## config.mk

```make
export PLATFORM = sky130hd
export DESIGN_NAME = hamming_dec_arbiter
export DESIGN_NICKNAME = d
export VERILOG_FILES = /design/src/rtl/ofdm_codec_pkg.sv /design/src/rtl/rr_picker.sv /design/src/rtl/hamming_dec_arbiter.sv
export SDC_FILE = /design/constraint.sdc
export NUM_CORES = 1
export LEC_CHECK = 0
export BUFFER_PORTS_ARGS = -buffer_cell sky130_fd_sc_hd__clkbuf_2
export CORE_MARGIN = 5
export CORE_UTILIZATION = 25
export DETAILED_ROUTE_END_ITERATION = 16
export SLEW_MARGIN = 40
export SYNTH_ARGS = -nofsm -noshare
export SYNTH_HDL_FRONTEND = slang
export SYNTH_SLANG_ARGS = --single-unit
```

## constraint.sdc

```tcl
create_clock -name clk -period 3 [get_ports clk]
set_clock_uncertainty 0.2 [all_clocks]
set_input_delay 0.45 -clock clk [delete_from_list [all_inputs] [get_ports clk]]
set_output_delay 0.45 -clock clk [all_outputs]
set_load 0.05 [all_outputs]
```

## src/rtl/ofdm_codec_pkg.sv

```systemverilog
`default_nettype none
// +----------------------------------------------------------------------------+
// | Package    : ofdm_codec_pkg                                                |
// | Purpose    : Shared types, widths and helpers for the OFDM codec blocks.   |
// |              Holds the decoder-scheduler state encoding, the codeword and  |
// |              nibble widths, and the rotate-priority selection function     |
// |              used by round-robin arbiters (up to 8 requesters).            |
// | Revision   : 1.0  initial release                                          |
// +----------------------------------------------------------------------------+
package ofdm_codec_pkg;

    localparam int CW_W  = 8;   // Hamming codeword width
    localparam int NIB_W = 4;   // decoded data width

    typedef enum logic [1:0] {
        ST_IDLE  = 2'd0,
        ST_SHIFT = 2'd1,
        ST_WAIT  = 2'd2,
        ST_HOLD  = 2'd3
    } dec_state_t;

    // Rotate-priority selection: returns the first index with req set,
    // searching strictly after 'last' and wrapping modulo 'n' (n <= 8).
    // With no requester the pointer value is returned unchanged; callers
    // qualify the result with their own any-request flag.
    // The search runs from the farthest candidate towards the nearest so the
    // nearest hit is the one left standing.
    function automatic int unsigned rr_select(input logic [7:0]  req,
                                              input int unsigned last,
                                              input int unsigned n);
        int unsigned idx;
        rr_select = last;
        for (int unsigned k = 8; k >= 1; k--) begin
            if (k <= n) begin
                idx = last + k;
                if (idx >= n) begin
                    idx = idx - n;
                end
                if (req[idx[2:0]]) begin
                    rr_select = idx;
                end
            end
        end
    endfunction

endpackage
`default_nettype wire

```

## src/rtl/rr_picker.sv

```systemverilog
`default_nettype none
// +----------------------------------------------------------------------------+
// | Module     : rr_picker                                                     |
// | Purpose    : Combinational round-robin winner selection. Given the request |
// |              vector and the most recently granted index, returns the first |
// |              requester strictly after it (wrapping).                       |
// | Ports      : req        in  NCH       request vector                       |
// |              last_grant in  clog2(NCH) previously granted channel          |
// |              any        out 1         at least one request present         |
// |              winner     out clog2(NCH) selected channel (valid with any)   |
// | Revision   : 1.0  initial release                                          |
// +----------------------------------------------------------------------------+
module rr_picker
    import ofdm_codec_pkg::*;
#(
    parameter int NCH = 4
) (
    input  logic [NCH-1:0]         req,
    input  logic [$clog2(NCH)-1:0] last_grant,
    output logic                   any,
    output logic [$clog2(NCH)-1:0] winner
);

    localparam int CHW = $clog2(NCH);

    assign any    = |req;
    assign winner = CHW'(rr_select(8'(req), 32'(last_grant), NCH));

endmodule
`default_nettype wire

```

## src/rtl/hamming_dec_arbiter.sv

```systemverilog
`default_nettype none
// +----------------------------------------------------------------------------+
// | Module     : hamming_dec_arbiter                                           |
// | Purpose    : Shares one serial Hamming decoder among NCH channels. Grants  |
// |              one channel at a time round-robin, shifts its 8-bit codeword  |
// |              into the decoder LSB first, waits DEC_LAT cycles, captures    |
// |              the nibble and holds it under a valid/ready handshake.        |
// | Ports      : clk        in  1          rising-edge clock                   |
// |              reset      in  1          async active-high reset             |
// |              req        in  NCH        per-channel request                 |
// |              cw         in  NCH*8      per-channel codewords               |
// |              ack        out NCH        one-hot grant pulse                 |
// |              dec_en     out 1          decoder shift enable                |
// |              dec_in     out 1          decoder serial data, LSB first      |
// |              dec_out    in  4          decoder result                      |
// |              out_valid  out 1          result available                    |
// |              out_ready  in  1          downstream accept                   |
// |              out_data   out 4          decoded nibble                      |
// |              out_ch     out clog2(NCH) source channel of out_data          |
// |              busy       out 1          not idle                            |
// | Revision   : 1.0  initial release                                          |
// +----------------------------------------------------------------------------+
module hamming_dec_arbiter
    import ofdm_codec_pkg::*;
#(
    parameter int NCH     = 4,
    parameter int DEC_LAT = 2
) (
    input  logic                   clk,
    input  logic                   reset,
    input  logic [NCH-1:0]         req,
    input  logic [NCH*CW_W-1:0]    cw,
    output logic [NCH-1:0]         ack,
    output logic                   dec_en,
    output logic                   dec_in,
    input  logic [NIB_W-1:0]       dec_out,
    output logic                   out_valid,
    input  logic                   out_ready,
    output logic [NIB_W-1:0]       out_data,
    output logic [$clog2(NCH)-1:0] out_ch,
    output logic                   busy
);

    localparam int CHW = $clog2(NCH);

    dec_state_t       r_state;
    dec_state_t       w_next_state;
    logic [CW_W-1:0]  r_cw;
    logic [CHW-1:0]   r_ch;
    logic [CHW-1:0]   r_last;
    logic [2:0]       r_bit_cnt;
    logic [3:0]       r_wait_cnt;

    logic             w_any;
    logic [CHW-1:0]   w_winner;
    logic [CW_W-1:0]  w_sel_cw;
    logic             w_grant;
    logic             w_capture;
    logic             w_accept;

    rr_picker #(
        .NCH (NCH)
    ) u_rr_picker (
        .req        (req),
        .last_grant (r_last),
        .any        (w_any),
        .winner     (w_winner)
    );

    // Codeword of the current winner
    always_comb begin
        w_sel_cw = '0;
        for (int c = 0; c < NCH; c++) begin
            if (w_winner == CHW'(c)) begin
                w_sel_cw = cw[c*CW_W +: CW_W];
            end
        end
    end

    // State register
    always_ff @(posedge clk or posedge reset) begin
        if (reset) begin
            r_state <= ST_IDLE;
        end else begin
            r_state <= w_next_state;
        end
    end

    // Next-state and control strobes
    always_comb begin
        w_next_state = r_state;
        w_grant      = 1'b0;
        w_capture    = 1'b0;
        w_accept     = 1'b0;
        case (r_state)
            ST_IDLE: begin
                if (w_any) begin
                    w_grant      = 1'b1;
                    w_next_state = ST_SHIFT;
                end
            end
            ST_SHIFT: begin
                if (r_bit_cnt == 3'd7) begin
                    w_next_state = ST_WAIT;
                end
            end
            ST_WAIT: begin
                if (r_wait_cnt == 4'd0) begin
                    w_capture    = 1'b1;
                    w_next_state = ST_HOLD;
                end
            end
            ST_HOLD: begin
                if (out_valid && out_ready) begin
                    w_accept     = 1'b1;
                    w_next_state = ST_IDLE;
                end
            end
            default: begin
                w_next_state = ST_IDLE;
            end
        endcase
    end

    // Decoder drive is decoded straight from state so that an asynchronous
    // reset drops dec_en in the same instant the state register clears.
    assign dec_en = (r_state == ST_SHIFT);
    assign dec_in = dec_en & r_cw[r_bit_cnt];
    assign busy   = (r_state != ST_IDLE);

    // Datapath registers
    always_ff @(posedge clk or posedge reset) begin
        if (reset) begin
            ack        <= '0;
            r_cw       <= '0;
            r_ch       <= '0;
            r_last     <= CHW'(NCH - 1);
            r_bit_cnt  <= '0;
            r_wait_cnt <= '0;
            out_valid  <= 1'b0;
            out_data   <= '0;
            out_ch     <= '0;
        end else begin
            ack <= '0;
            if (w_grant) begin
                ack       <= NCH'(1) << w_winner;
                r_cw      <= w_sel_cw;
                r_ch      <= w_winner;
                r_last    <= w_winner;
                r_bit_cnt <= 3'd0;
            end
            if (r_state == ST_SHIFT) begin
                r_bit_cnt <= r_bit_cnt + 3'd1;
                if (r_bit_cnt == 3'd7) begin
                    r_wait_cnt <= 4'(DEC_LAT - 1);
                end
            end
            if (r_state == ST_WAIT) begin
                r_wait_cnt <= r_wait_cnt - 4'd1;
            end
            if (w_capture) begin
                out_data  <= dec_out;
                out_ch    <= r_ch;
                out_valid <= 1'b1;
            end
            if (w_accept) begin
                out_valid <= 1'b0;
            end
        end
    end

endmodule
`default_nettype wire

```

==> metrics.md <==
| Metric | Value |
|---|---|
| Status | completed |
| Clk slew on worst S/H paths | 0.07 ns |
| Unrepaired setup endpoints after global routing | false |
| I/O pin count | between 50 and 60 |
| MaxCap Viol Count | 0 |
| CTS buffer count | 5 |
| GRT busiest layer | met2 |
| CP dominant cell by count | inv_1 |
| Met3 Track Usage GR | under 10% |
| Chip width | 97.5 um |
| Area delta synth->final | 28.2% |
| Cells after Synth | between 150 and 200 |
| Peak Freq | about 370 MHz |
| Routed wire length | between 4000 and 5000 um |
| Max stage delay cell, worst path | dfstp_2 |
| Ys Warns | 0 |
| ANT nets after route | 0 |
| Post-CTS Resized | 0 |
| Later-pin clock latency in the skew report | 0.29 ns |
| Min Tclk post-route | 2.69 ns |
| Core Region | 0.00761 sq mm |
| Crit path buf inv count | 3 |
| Slowest stage delay, CP | around 0.53 ns |
| Main combinational cell family by area after synthesis | multiplexers |
| Drt drc | 0 |
| TritonRoute pass-1 iters | 4 |
| CTS max path bufs | 2 |
| Critical Path Start Type | flop |
| Final setup viols | 0 |
| Cells along the critical path | inv_1 > ha_1 > inv_1 > mux2i_1 > o32ai_4 > xnor2_4 > buf_12 > mux2_2 > o21ai_1 |
| Post-synthesis compound-gate area fraction | 10.1% |
| Syn_area_per_cell | ~11 sq um |
| Post-DP HPWL | between 3000 and 4000 um |
| Critical Path RT | roughly 3 ns |
| Via density | 4.37 |
| #FFs+latches synth | 32 |
| Worst hold path type | in2async |
| DR iter-0 viols | 60 |
| Pwr dens | around 1400 mW/mm^2 |
| Wire per inst | between 10 and 15 um |
| Total track usage | a little under a tenth |
| CTS tree | built |
| Vias in the first global route | about 1.5k |
| Share of layout cells above drive strength 1 | a little over a third |
| Final worst path period share | approximately 90% |
| Leakage power | ~1.2 nW |
| Root Buffer | clkbuf_8 |
| Xor/xnor share of the synthesized area | ~1.9% |
| Final-report max-slew violation count | 0 |
| Vias | roughly 1.5k |
| Global Route met2 Usage | roughly 16% |
| Synth Cell Area | about 0.0019 sq mm |
| Crit path kind | reg2reg |
| GP Congestion | around 0.79 |
| H-Tree Depth | 2 |
| Rows | 32 |
| Full die area | between 0.009 and 0.01 sq mm |
| Max Fanout on Critical Path | 18 |
| Seq/Total Area, Yosys | 41.9% |
| Global-route wire length before repair | around 7000 um |
| Chip Height | a little under 100 um |
| Slew @ Worst Pin | approximately 0.6 ns |
| Initial antenna violation count | 0 |
| Critical path's top delay family | multiplexers |
| GR met1 Demand/Resource | about a tenth |
| Worst vdd ir | 0.569 mV |
| Clk sinks | 32 |
| Number of diodes | 0 |
| Fin Setup TNS | 0 ns |
| Post-synthesis net count | between 200 and 250 |
| Port-buffer cells | 56 |
| Mux contribution to synthesized area | about 23% |
| Synth cell types | 33 |
| Slew Limit Headroom | 60.1% |
| Synth Area in Adders | roughly 7.8% |
| Final Net Count | a little under 300 |
| Worst endpoint data arrival time | around 2.7 ns |
| Endpoints failing hold | 0 |
| Initial core utilization | 25.2% |
| Grt ovf | 0 |
| Post-Route Utilization | ~32% |
| Largest net degree at the start of global routing | 33 |
| Synth Area in Simple Gates | 11.8% |
| CP Capture Type | flop |
[where the power goes]
| part | internal [mW] | switching [mW] | total [mW] | leakage, nW |
|---|---|---|---|---|
| registers | 0.657 | 0.146 | 0.803 | 0.388 |
| clock network | 0.246 | 0.167 | 0.413 | 0.0541 |
| logic | 0.927 | 1.20 | 2.12 | 0.779 |
| total | 1.83 | 1.51 | 3.34 | 1.22 |
[metal layers]
metal	up-vias	wire [um]
li1	744	-
met5	-	0
met1	707	1810
met2	34	2100
met4	0	63
met3	8	195
[sequential cells by signal (all words and copies together) (netlist names), 3 cells and up]
register	flops
ack	4
out_data	4
r_wait_cnt	4
r_bit_cnt	3
r_cw	8
[cells in the final DEF (no fill, tap or decap), types with 2 or more instances in the layout]
cell      instances
a21oi_1           3
a221oi_1          4
a22o_1            2
and2_1            4
buf_4             4
clkbuf_2         56
clkbuf_8          5
dfrtp_1          30
dfstp_2           2
ha_1             12
inv_1            10
mux2_2           10
mux2_4            2
mux2i_1          24
mux4_2            2
nand2_1          27
nand2b_1          2
nor2_1           11
nor2b_1           3
nor3_1            3
o21ai_0           5
o21ai_1           3
[what timing repair did]
action / in CTS / in global routing
setup buffers: 0 / 1
hold buffers: 0 / 0
setup endpoints to repair: 0 / 8
[cells in the mapped netlist]
| cell | count | area [sq um] |
|---|---|---|
| a21oi_1 | 3 | 15.0 |
| a221oi_1 | 4 | 35.0 |
| a222oi_1 | 1 | 10.0 |
| a22o_1 | 2 | 17.5 |
| a31oi_1 | 1 | 6.26 |
| a32oi_1 | 1 | 8.76 |
| and2_1 | 4 | 25.0 |
| and3_1 | 1 | 6.26 |
| buf_6 | 2 | 22.5 |
| clkbuf_1 | 2 | 7.51 |
| dfrtp_1 | 30 | 751 |
| dfstp_2 | 2 | 52.6 |
| ha_1 | 12 | 150 |
| inv_1 | 10 | 37.5 |
| mux2_1 | 1 | 11.3 |
| mux2_2 | 10 | 113 |
| mux2_4 | 2 | 30.0 |
| mux2i_1 | 24 | 240 |
| mux4_2 | 2 | 45.0 |
| nand2_1 | 27 | 101 |
| nand2b_1 | 2 | 12.5 |
| nor2_1 | 11 | 41.3 |
| nor2b_1 | 3 | 18.8 |
| nor3_1 | 3 | 15.0 |
| nor4_1 | 1 | 6.26 |
| o211ai_1 | 1 | 7.51 |
| o21ai_0 | 5 | 25.0 |
| o21ai_1 | 3 | 15.0 |
| o221ai_1 | 1 | 8.76 |
| o311ai_2 | 1 | 16.3 |
| o32ai_4 | 1 | 27.5 |
| xnor2_1 | 1 | 8.76 |
| xnor2_4 | 1 | 27.5 |
[final timing paths]
path | startpoint | endpoint | slack, ns | cells after the start
max | r_last[0] | r_cw[7] | 0.31 | 9
min in group clk | out_ready | out_valid | 0.16 | 2
max in group asynchronous | reset | r_last[0] | 2.26 | 3
min reg2reg | r_ch[0] | r_ch[0] | 0.29 | 2
min | reset | out_data[0] | 0.01 | 3
max reg2reg | r_last[0] | r_cw[7] | 0.31 | 9
[stage by stage]
| stage | hold WS (ns) | total power [mW] | instance area (sq um) | setup slack (ns) | std cells |
|---|---|---|---|---|---|
| detailed placement | 0.273 | 2.86 | 2320 | 0.0662 | 333 |
| global placement | 0.269 | 2.81 | 2320 | 0.145 | 333 |
| global route | 0.0433 | 3.60 | 2450 | 0.163 | 342 |
| CTS | 0.0266 | 3.28 | 2430 | 0.0452 | 341 |
| floorplan | 0.240 | 2.48 | 1920 | 0.235 | 175 |
| finish | 0.00984 | 3.34 | 2450 | 0.309 | 342 |
[area by class of cell]
class	count	area, sq um
repair buffers	61	330
clock buffers	5	68.8
clock inverters	3	42.5
multi-input cells	129	1040
inverters	10	37.5
fillers	798	5150
flip-flops and latches	32	803
well taps	102	128
[logic make-up (layout without fill, tap and decap cells)]
kind of cell             count (synthesis)  in the layout
AO/OA/AOI/OAI                           24             24
XOR/XNOR                                 2              2
adder cells (fa/ha/maj)                 12             12
buffers and inverters                   14             79
flip-flops                              32             32
multiplexers                            39             39
AND/OR/NAND/NOR                         52             52
[tightest hold or removal path: cells and delay by family]
kind                   cells  cell delay [ns]
buffers and inverters      3             0.47
Power figures use the tool's default switching activity.
